File: src/rtl/y_accum_pkg.sv
// y_accum_pkg: shared width, state encoding and clog2 helper for y_accum.
package y_accum_pkg;
   localparam int DATA_W = 18;
   typedef enum logic {ACCUM, HOLD} state_t;
   function automatic int clog2(input int v);
      int r;
      r = 0;
      while ((1 << r) < v) r++;
      return r;
   endfunction
endpackage

File: src/rtl/y_accum.sv
// y_accum: sums N product samples, presenting sum and mean through valid/ready.
// Optional Y_ACCUM_PEAK_EN adds out_peak, the largest sample of the block.
module y_accum
   import y_accum_pkg::*;
#(
   parameter int N = 8,
   localparam int LN = clog2(N),
   localparam int ACC_W = DATA_W + LN
) (
   input  logic              sys_clk,
   input  logic              sys_rst,
   input  logic              clr,
   input  logic              in_valid,
   input  logic [DATA_W-1:0] in_data,
   output logic              in_ready,
   output logic              out_valid,
   input  logic              out_ready,
   output logic [ACC_W-1:0]  out_sum,
   output logic [DATA_W-1:0] out_mean,
   output logic [LN:0]       out_cnt
`ifdef Y_ACCUM_PEAK_EN
   ,
   output logic [DATA_W-1:0] out_peak
`endif
);
   state_t state, state_d;
   logic [ACC_W-1:0] acc, sum_next;
   logic [LN:0] cnt;
   logic hs, last;
   assign in_ready  = state == ACCUM;
   assign out_valid = state == HOLD;
   assign out_cnt   = cnt;
   assign hs        = in_valid & in_ready;
   assign last      = cnt == (LN+1)'(N-1);
   assign sum_next  = acc + ACC_W'(in_data);
   always_comb begin
      state_d = clr ? ACCUM
              : (state == ACCUM) ? ((hs && last) ? HOLD : ACCUM)
              : (out_ready ? ACCUM : HOLD);
   end
   always_ff @(posedge sys_clk) begin
      if (sys_rst) begin
         state    <= ACCUM;
         acc      <= '0;
         cnt      <= '0;
         out_sum  <= '0;
         out_mean <= '0;
      end else begin
         state <= state_d;
         if (clr) begin
            acc <= '0;
            cnt <= '0;
         end else if (hs) begin
            acc <= last ? '0 : sum_next;
            cnt <= last ? '0 : cnt + (LN+1)'(1);
            if (last) begin
               out_sum  <= sum_next;
               out_mean <= sum_next[ACC_W-1:LN];
            end
         end
      end
   end
`ifdef Y_ACCUM_PEAK_EN
   logic [DATA_W-1:0] pk, pk_next;
   assign pk_next = (in_data > pk) ? in_data : pk;
   always_ff @(posedge sys_clk) begin
      if (sys_rst) begin
         pk       <= '0;
         out_peak <= '0;
      end else if (clr) begin
         pk <= '0;
      end else if (hs) begin
         pk <= last ? '0 : pk_next;
         if (last) out_peak <= pk_next;
      end
   end
`endif
endmodule

File: config.mk
export PLATFORM = sky130hd
export DESIGN_NAME = y_accum
export DESIGN_NICKNAME = d
export VERILOG_FILES = /design/src/rtl/y_accum_pkg.sv /design/src/rtl/y_accum.sv
export SDC_FILE = /design/constraint.sdc
export NUM_CORES = 1
export LEC_CHECK = 0
export CAP_MARGIN = 20
export CORE_MARGIN = 5
export CORE_UTILIZATION = 49
export CTS_CLUSTER_SIZE = 20
export DETAILED_ROUTE_END_ITERATION = 6
export GPL_ROUTABILITY_DRIVEN = 1
export PLACE_DENSITY = 0.81
export SYNTH_ARGS = -nofsm -noshare
export SYNTH_HDL_FRONTEND = slang
export SYNTH_SLANG_ARGS = --single-unit
File: constraint.sdc
create_clock -name sys_clk -period 5.92 [get_ports sys_clk]
set_clock_uncertainty 0.05 [all_clocks]
set_input_delay 1.776 -clock sys_clk [delete_from_list [all_inputs] [get_ports sys_clk]]
set_output_delay 1.776 -clock sys_clk [all_outputs]
set_load 0.05 [all_outputs]
---- Yosys cells after proc, flatten, opt, wreduce, memory -nomap -nowiden ----
Index checks and enable logic that the tools add are counted.
word-level totals
  register bits after elaboration ......... 65
  input bits .............................. 23
  output and inout bits ................... 45
cells by class
  add/sub/neg operators ................... 2
  equal/unequal tests ..................... 1
  muxes and demuxes ....................... 5
  bitwise operators ....................... 3
  reduce and logical (&&, ||, !) cells .... 3
operators with widths
  cell                                           number
  adder 21 x 18 -> 21 bit                        1
  two-way mux 21 bit                             1
  adder 4 x 1 -> 4 bit, second input constant    1
  == test 4 x 3 -> 1 bit, second input constant  1
  two-way mux 4 bit                              1
  two-way mux 1 bit                              3
  AND reduction 3 bit                            1
  inverter 1 bit                                 2
  OR reduction 2 bit                             1
  AND 1 bit                                      1
  logical AND 1 bit                              1

---- Logic depth before layout (Yosys ltp) ----
Gate-level depths: netlist of the first run.
  word-level depth ........................ 5
  depth in mapped cells ................... 9

---- Least setup slack after synthesis of the first run ----
OpenSTA, ideal clock, no wires.
  path kind ............................... input -> register
  from .................................... input in_data[0]
  to ...................................... register out_sum[20]
  arrival ................................. 3.751 ns
  slack ................................... 2.028 ns
  stages on the path ...................... 8
  path buffers ............................ 0
  path through ............................ ha_1 > fa_1 > a211oi_1 > o21ai_1 > a31o_2 > a211oi_4 > o21ai_0 > a311oi_1
on the way
  word-level cells in the longest chain between the ends .. 1
RTL lines
  item                     RTL line       text
  start: declaration       y_accum.sv:14  input logic [DATA_W-1:0] in_data,
  adder 21 x 18 -> 21 bit  y_accum.sv:35  assign sum_next = acc + ACC_W'(in_data);
  end signal: assignment   y_accum.sv:57  out_sum <= sum_next;
  end: declaration         y_accum.sv:18  output logic [ACC_W-1:0] out_sum,
Every way passes these cells.
A chain may end at the register's enable or synchronous reset.

---- Worst setup path in the final report of the first run ----
Same ends and word-level chain as after synthesis.

==> out/metrics.cfg, run 1 <==
[layout]
antenna_cells = 0
final_area_um2 = 3600
final_util_pct = 61.2
nets = 433
layout_commonest_cell = clkdlybuf4s50_1
drive_gt1_share_pct = 7.69
synthToLayoutAreaGrowth_pct = 22.7
layout_common_cells = 67 x clkdlybuf4s50_1, 47 x dfxtp_1, 42 x nand2_1, 31 x a21oi_1, 24 x nor2_1

[sta]
period_share_pct = 71.7
tns_ns = 0
rsz0062_at_grt = no
fmax_mhz = 236
finalSetupViolations = 0
setup_slack_ns = 1.67
timing_hold_violations_final = 0
fin_crit_ns = 4.25
slew_violations = 0
maxSlewHeadroom_pct = 32.9
holdWs_ns = 0.411
worstMarginPinSlew_ns = 1.00

[floorplanning]
die_area_um2 = 7640
rows = 28
fp.dieH_um = 87.4
core_um2 = 5890
die-width_um = 87.4
ios = 68
initial_core_util_pct = 49.9

[critical_path]
critPathKind = in2reg
slowest_delay_ns = 0.43
crit_required_ns = 6.09
crit_arrival_ns = 4.41
crit_buf_inv = 1
crit_fanout = 8
critical-path-top-delay-family = compound AO/OA/AOI/OAI gates
start_kind = primary input
cp_slowest_cell = fa_1
crit_chain = clkdlybuf4s50_1, ha_1, fa_1, a211oi_1, o21ai_1, a31o_2, a211oi_4, o21ai_0, a311oi_1
end_kind = flop

[grt]
grt_pass1_wl_mm = 12.3
grt_usage_pct = 20.0
grt_max_degree = 28
antenna_found_initial = 0
grt.overflow.total = 0
grt_pass1_vias = 2659

[synthesis]
ys_types = 61
syn_inst = 348
synth_edf_count = 0
ys_ff_latch = 47
synthFlopType = dfxtp_1
async_reset_ff_share_pct = 0
synth_fp_nets = 391
ys_seq_area_share_pct = 32.0
yosysWarnings = 0
avgSynthCellArea_um2 = 8.44
netlist_area_um2 = 2940

[pwr]
p_seq_share_pct = 47.9
intPower_mw = 0.496
ir_drop_v = 0.000109
clkPwrFrac_pct = 34.5
p_leak_nw = 1.39
switching_share_pct = 27.1
power.density_nw_per_um2 = 189
comb_power_share_pct = 17.6
power.switching_mw = 0.185

[drt]
routed-via-count = 2729
antenna_left = 0
drtIter0Drc = 178
drt-pass1-iter-count = 5
viasPerCell = 5.87
wire_per_inst_um = 16.2
drc = 0
drt-total-wl_mm = 7.53

[place]
preCtsSetupSlack_ns = 1.38
globalplace.congestion = 0.877
port_buffers = 67
dp_hpwl_mm = 5.50
dpl_cell_area_um2 = 3500

[clocking]
cts_made_buffers = 5
path_clk_slew_ns = 0.09
cts_tree = done
clock_sinks = 47
cts_hold_buf = 0
cts-root-buf = clkbuf_8
post-cts-setup-buffers = 0
ctsResizeCount = 0
htreeDepth = 2
clk_latency_ns = 0.30
cts_max_path_buffers = 2

[min_path]
hold_path.class = reg2reg

[outcome]
status = finished clean

[flow_run]
maxCapViolations = 0

final cells by class:
| cell class | count | area (um2) |
|---|---|---|
| Fill cell | 539 | 2280 |
| Timing Repair Buffer | 70 | 693 |
| Clock buffer | 5 | 68.8 |
| Sequential cell | 47 | 941 |
| Clock inverter | 2 | 37.5 |
| Multi-Input combinational cell | 261 | 1750 |
| Inverter | 5 | 18.8 |
| Tap cell | 75 | 93.8 |
registers in the layout, summed over array words and instances (netlist names):
| name | cells |
|---|---|
| acc | 21 |
| out_cnt | 4 |
| out_valid | 1 |
| out_sum | 21 |
logic make-up after synthesis:
logic type,Yosys count,synth area share [%]
compound gates,101,25.1
flops,47,32.0
mux,2,0.682
buf+inv,40,8.52
fa+ha+maj,20,8.78
simple gates,126,21.3
xor+xnor,12,3.58
layer usage:
metal / share of wire [%] / vias to the layer above / track usage, %
li1: - / 1334 / -
met1: 43 / 1283 / 24.1
met2: 49 / 98 / 34.2
met3: 6.7 / 14 / 5.30
met4: 1.9 / 0 / 6.56
met5: 0 / - / 0
power by group through the flow:
stage | combinational (mW) | sequential [mW] | clock, mW
final | 0.120 | 0.326 | 0.235
after global placement | 0.115 | 0.333 | 0
after CTS | 0.119 | 0.326 | 0.241
after floorplan | 0.0821 | 0.334 | 0
after global routing | 0.132 | 0.326 | 0.254
after detailed placement | 0.117 | 0.333 | 0
cell usage after synthesis, types with 7 or more instances:
cell type	n	area [um2]
clkbuf_1	8	30.0
a21oi_1	31	155
buf_4	20	150
nor3_1	11	55.1
ha_1	19	238
nand2_1	42	158
dfxtp_1	47	941
o21ai_0	14	70.1
a21o_1	7	52.6
nor2_1	24	90.1
nand3_1	17	85.1
worst reg2reg max path: cells and delay by family (launching register included):
kind,cells,cell delay [ns]
AOI/OAI and AO/OA,6,1.54
adders and majority gates,2,0.65
DFF,1,0.32
worst paths after layout:
path | start | to | slack, ns | cells past startpoint
max reg2reg | acc[0] | out_sum[20] | 3.27 | 8
min reg2reg | acc[0] | acc[0] | 0.41 | 2
min | acc[0] | acc[0] | 0.41 | 2
max | in_data[0] | out_sum[20] | 1.67 | 9
metrics by stage:
stage / power [mW] / instances
2_1_floorplan: 0.416 / 348
3_3_place_gp: 0.448 / 458
3_5_place_dp: 0.450 / 458
4_1_cts: 0.685 / 465
5_1_grt: 0.712 / 465
6_report: 0.680 / 465
Power figures use the tool's default switching activity.
==> run 2, diff against run 1 <==
CORE_UTILIZATION = 46   (was 49)
PLACE_DENSITY = 0.8   (was 0.81)
clock period = 3.4 ns   (was 5.92 ns; I/O delays follow)
==> run 2 against run 1 <==
Effect of this change: critical path depth unchanged; count of clock-buffer cells in the layout unchanged; hold slack got worse by 0.0026 ns; clock power increased by 120%; global-route usage decreased by 0.42 points; critical endpoint unchanged; largest power group unchanged.
==> out/metrics.cfg, run 2 (same netlist as run 1, synthesis figures left out) <==
[drt]
routed-via-count = 2832
drt-pass1-iter-count = 4
antenna_left = 0
viasPerCell = 5.68
drt-total-wl_mm = 7.89
wire_per_inst_um = 15.8
drc = 0
drtIter0Drc = 119

[min_path]
hold_path.class = reg2reg

[layout]
drive_gt1_share_pct = 15.2
layout_common_cells = 67 x clkdlybuf4s50_1, 47 x dfxtp_1, 42 x nand2_1, 34 x buf_4, 31 x a21oi_1
multi_input_area_um2 = 1760
synthToLayoutAreaGrowth_pct = 32.0
nets = 464
nFillCells = 567
seq_area_um2 = 941
fin_cells = 499
layout_commonest_cell = clkdlybuf4s50_1
final_area_um2 = 3880
antenna_cells = 0

[sta]
timing_hold_violations_final = 0
fin_crit_ns = 3.27
fmax_mhz = 306
maxSlewHeadroom_pct = 66.1
worstMarginPinSlew_ns = 0.508
tns_ns = 0
rsz0062_at_grt = no
finalSetupViolations = 0
slew_violations = 0
period_share_pct = 96.2

[place]
dp_hpwl_mm = 5.86
dpl_cell_area_um2 = 3730
globalplace.congestion = 0.904
dp.cells = 491
port_buffers = 67

[critical_path]
crit_required_ns = 3.58
crit_arrival_ns = 3.45
slowest_delay_ns = 0.41
end_kind = flop
crit_chain = clkdlybuf4s50_1, ha_1, fa_2, a211oi_2, o21ai_1, a31o_2, a211oi_4, o21ai_0, a311oi_1
start_kind = primary input
crit_fanout = 6
critPathKind = in2reg
cp_slowest_cell = clkdlybuf4s50_1

[grt]
antenna_found_initial = 0
grt.overflow.total = 0
grt_pass1_wl_mm = 13.4
grt_pass1_vias = 2873
grt_max_degree = 19
grt_usage_pct = 19.6

[flow_run]
maxCapViolations = 0

[pwr]
ir_drop_v = 0.000244
power.density_nw_per_um2 = 338
p_leak_nw = 1.55
power.total_mw = 1.31

[floorplanning]
initial_core_util_pct = 46.8
fp.dieH_um = 89.9
die_area_um2 = 8080
core_um2 = 6280
die-width_um = 89.9
ios = 68
rows = 29

[clocking]
clk_latency_ns = 0.31
cts_tree = done
cts_made_buffers = 5
clock_sinks = 47
path_clk_slew_ns = 0.10
cts-root-buf = clkbuf_8
cts_max_path_buffers = 2
htreeDepth = 2

[outcome]
status = finished clean

[run 2: cell types whose count changed in the layout (fill, tap and decap cells not counted), sizes merged]
cell / change
buf: +31
bufinv: +1
[run 2: metal layers]
metal  vias up  routed length [um]  global-route usage (%)
met4         0                 149                    5.83
met1      1321                3380                    24.0
met5         -                   0                       0
met2        99                3800                    33.5
li1       1398                   -                       -
met3        14                 560                    5.09
[run 2: repair_timing]
action / CTS / global route
setup endpoints to repair: 0 / 3
hold buffers: 0 / 0
gates resized for setup: 0 / 2
setup buffers: 0 / 0
[run 2: path summary, 6_finish.rpt]
| check | start | end | slack [ns] | depth (start not counted) |
|---|---|---|---|---|
| worst min-delay path | out_sum[0] | out_sum[0] | 0.41 | 2 |
| worst max-delay path | in_data[0] | out_sum[20] | 0.13 | 9 |
| worst min register to register | out_sum[0] | out_sum[0] | 0.41 | 2 |
| worst max register to register | acc[0] | out_sum[20] | 0.95 | 8 |
[run 2: critical path, delay by kind of cell]
kind                       cells  cell delay [ns]
adders and majority gates      2             0.61
AOI/OAI and AO/OA              6             1.41
buffers and inverters          1             0.41
[run 2: through the flow]
stage | utilization (%) | worst slack, ns | hold slack [ns]
after floorplan | - | 0.264 | 0.379
after global placement | 59.5 | -0.173 | 0.390
after detailed placement | 59.5 | -0.314 | 0.396
after CTS | 61.6 | 0.0351 | 0.409
after global routing | 61.8 | 0.0451 | 0.439
final | 61.8 | 0.131 | 0.408
[run 2: area by class of cell]
cell class	instances	area share, %
clock inverters	3	1.74
well taps	77	2.49
multi-input cells	261	45.4
inverters	5	0.484
repair buffers	101	23.9
clock buffers	5	1.78
flip-flops and latches	47	24.3
[run 2: power breakdown]
part	internal, mW	switching [mW]	total, mW	leakage, nW
logic	0.112	0.126	0.238	1.10
registers	0.561	0.00664	0.567	0.380
clock network	0.293	0.213	0.506	0.0644
total	0.966	0.345	1.31	1.55
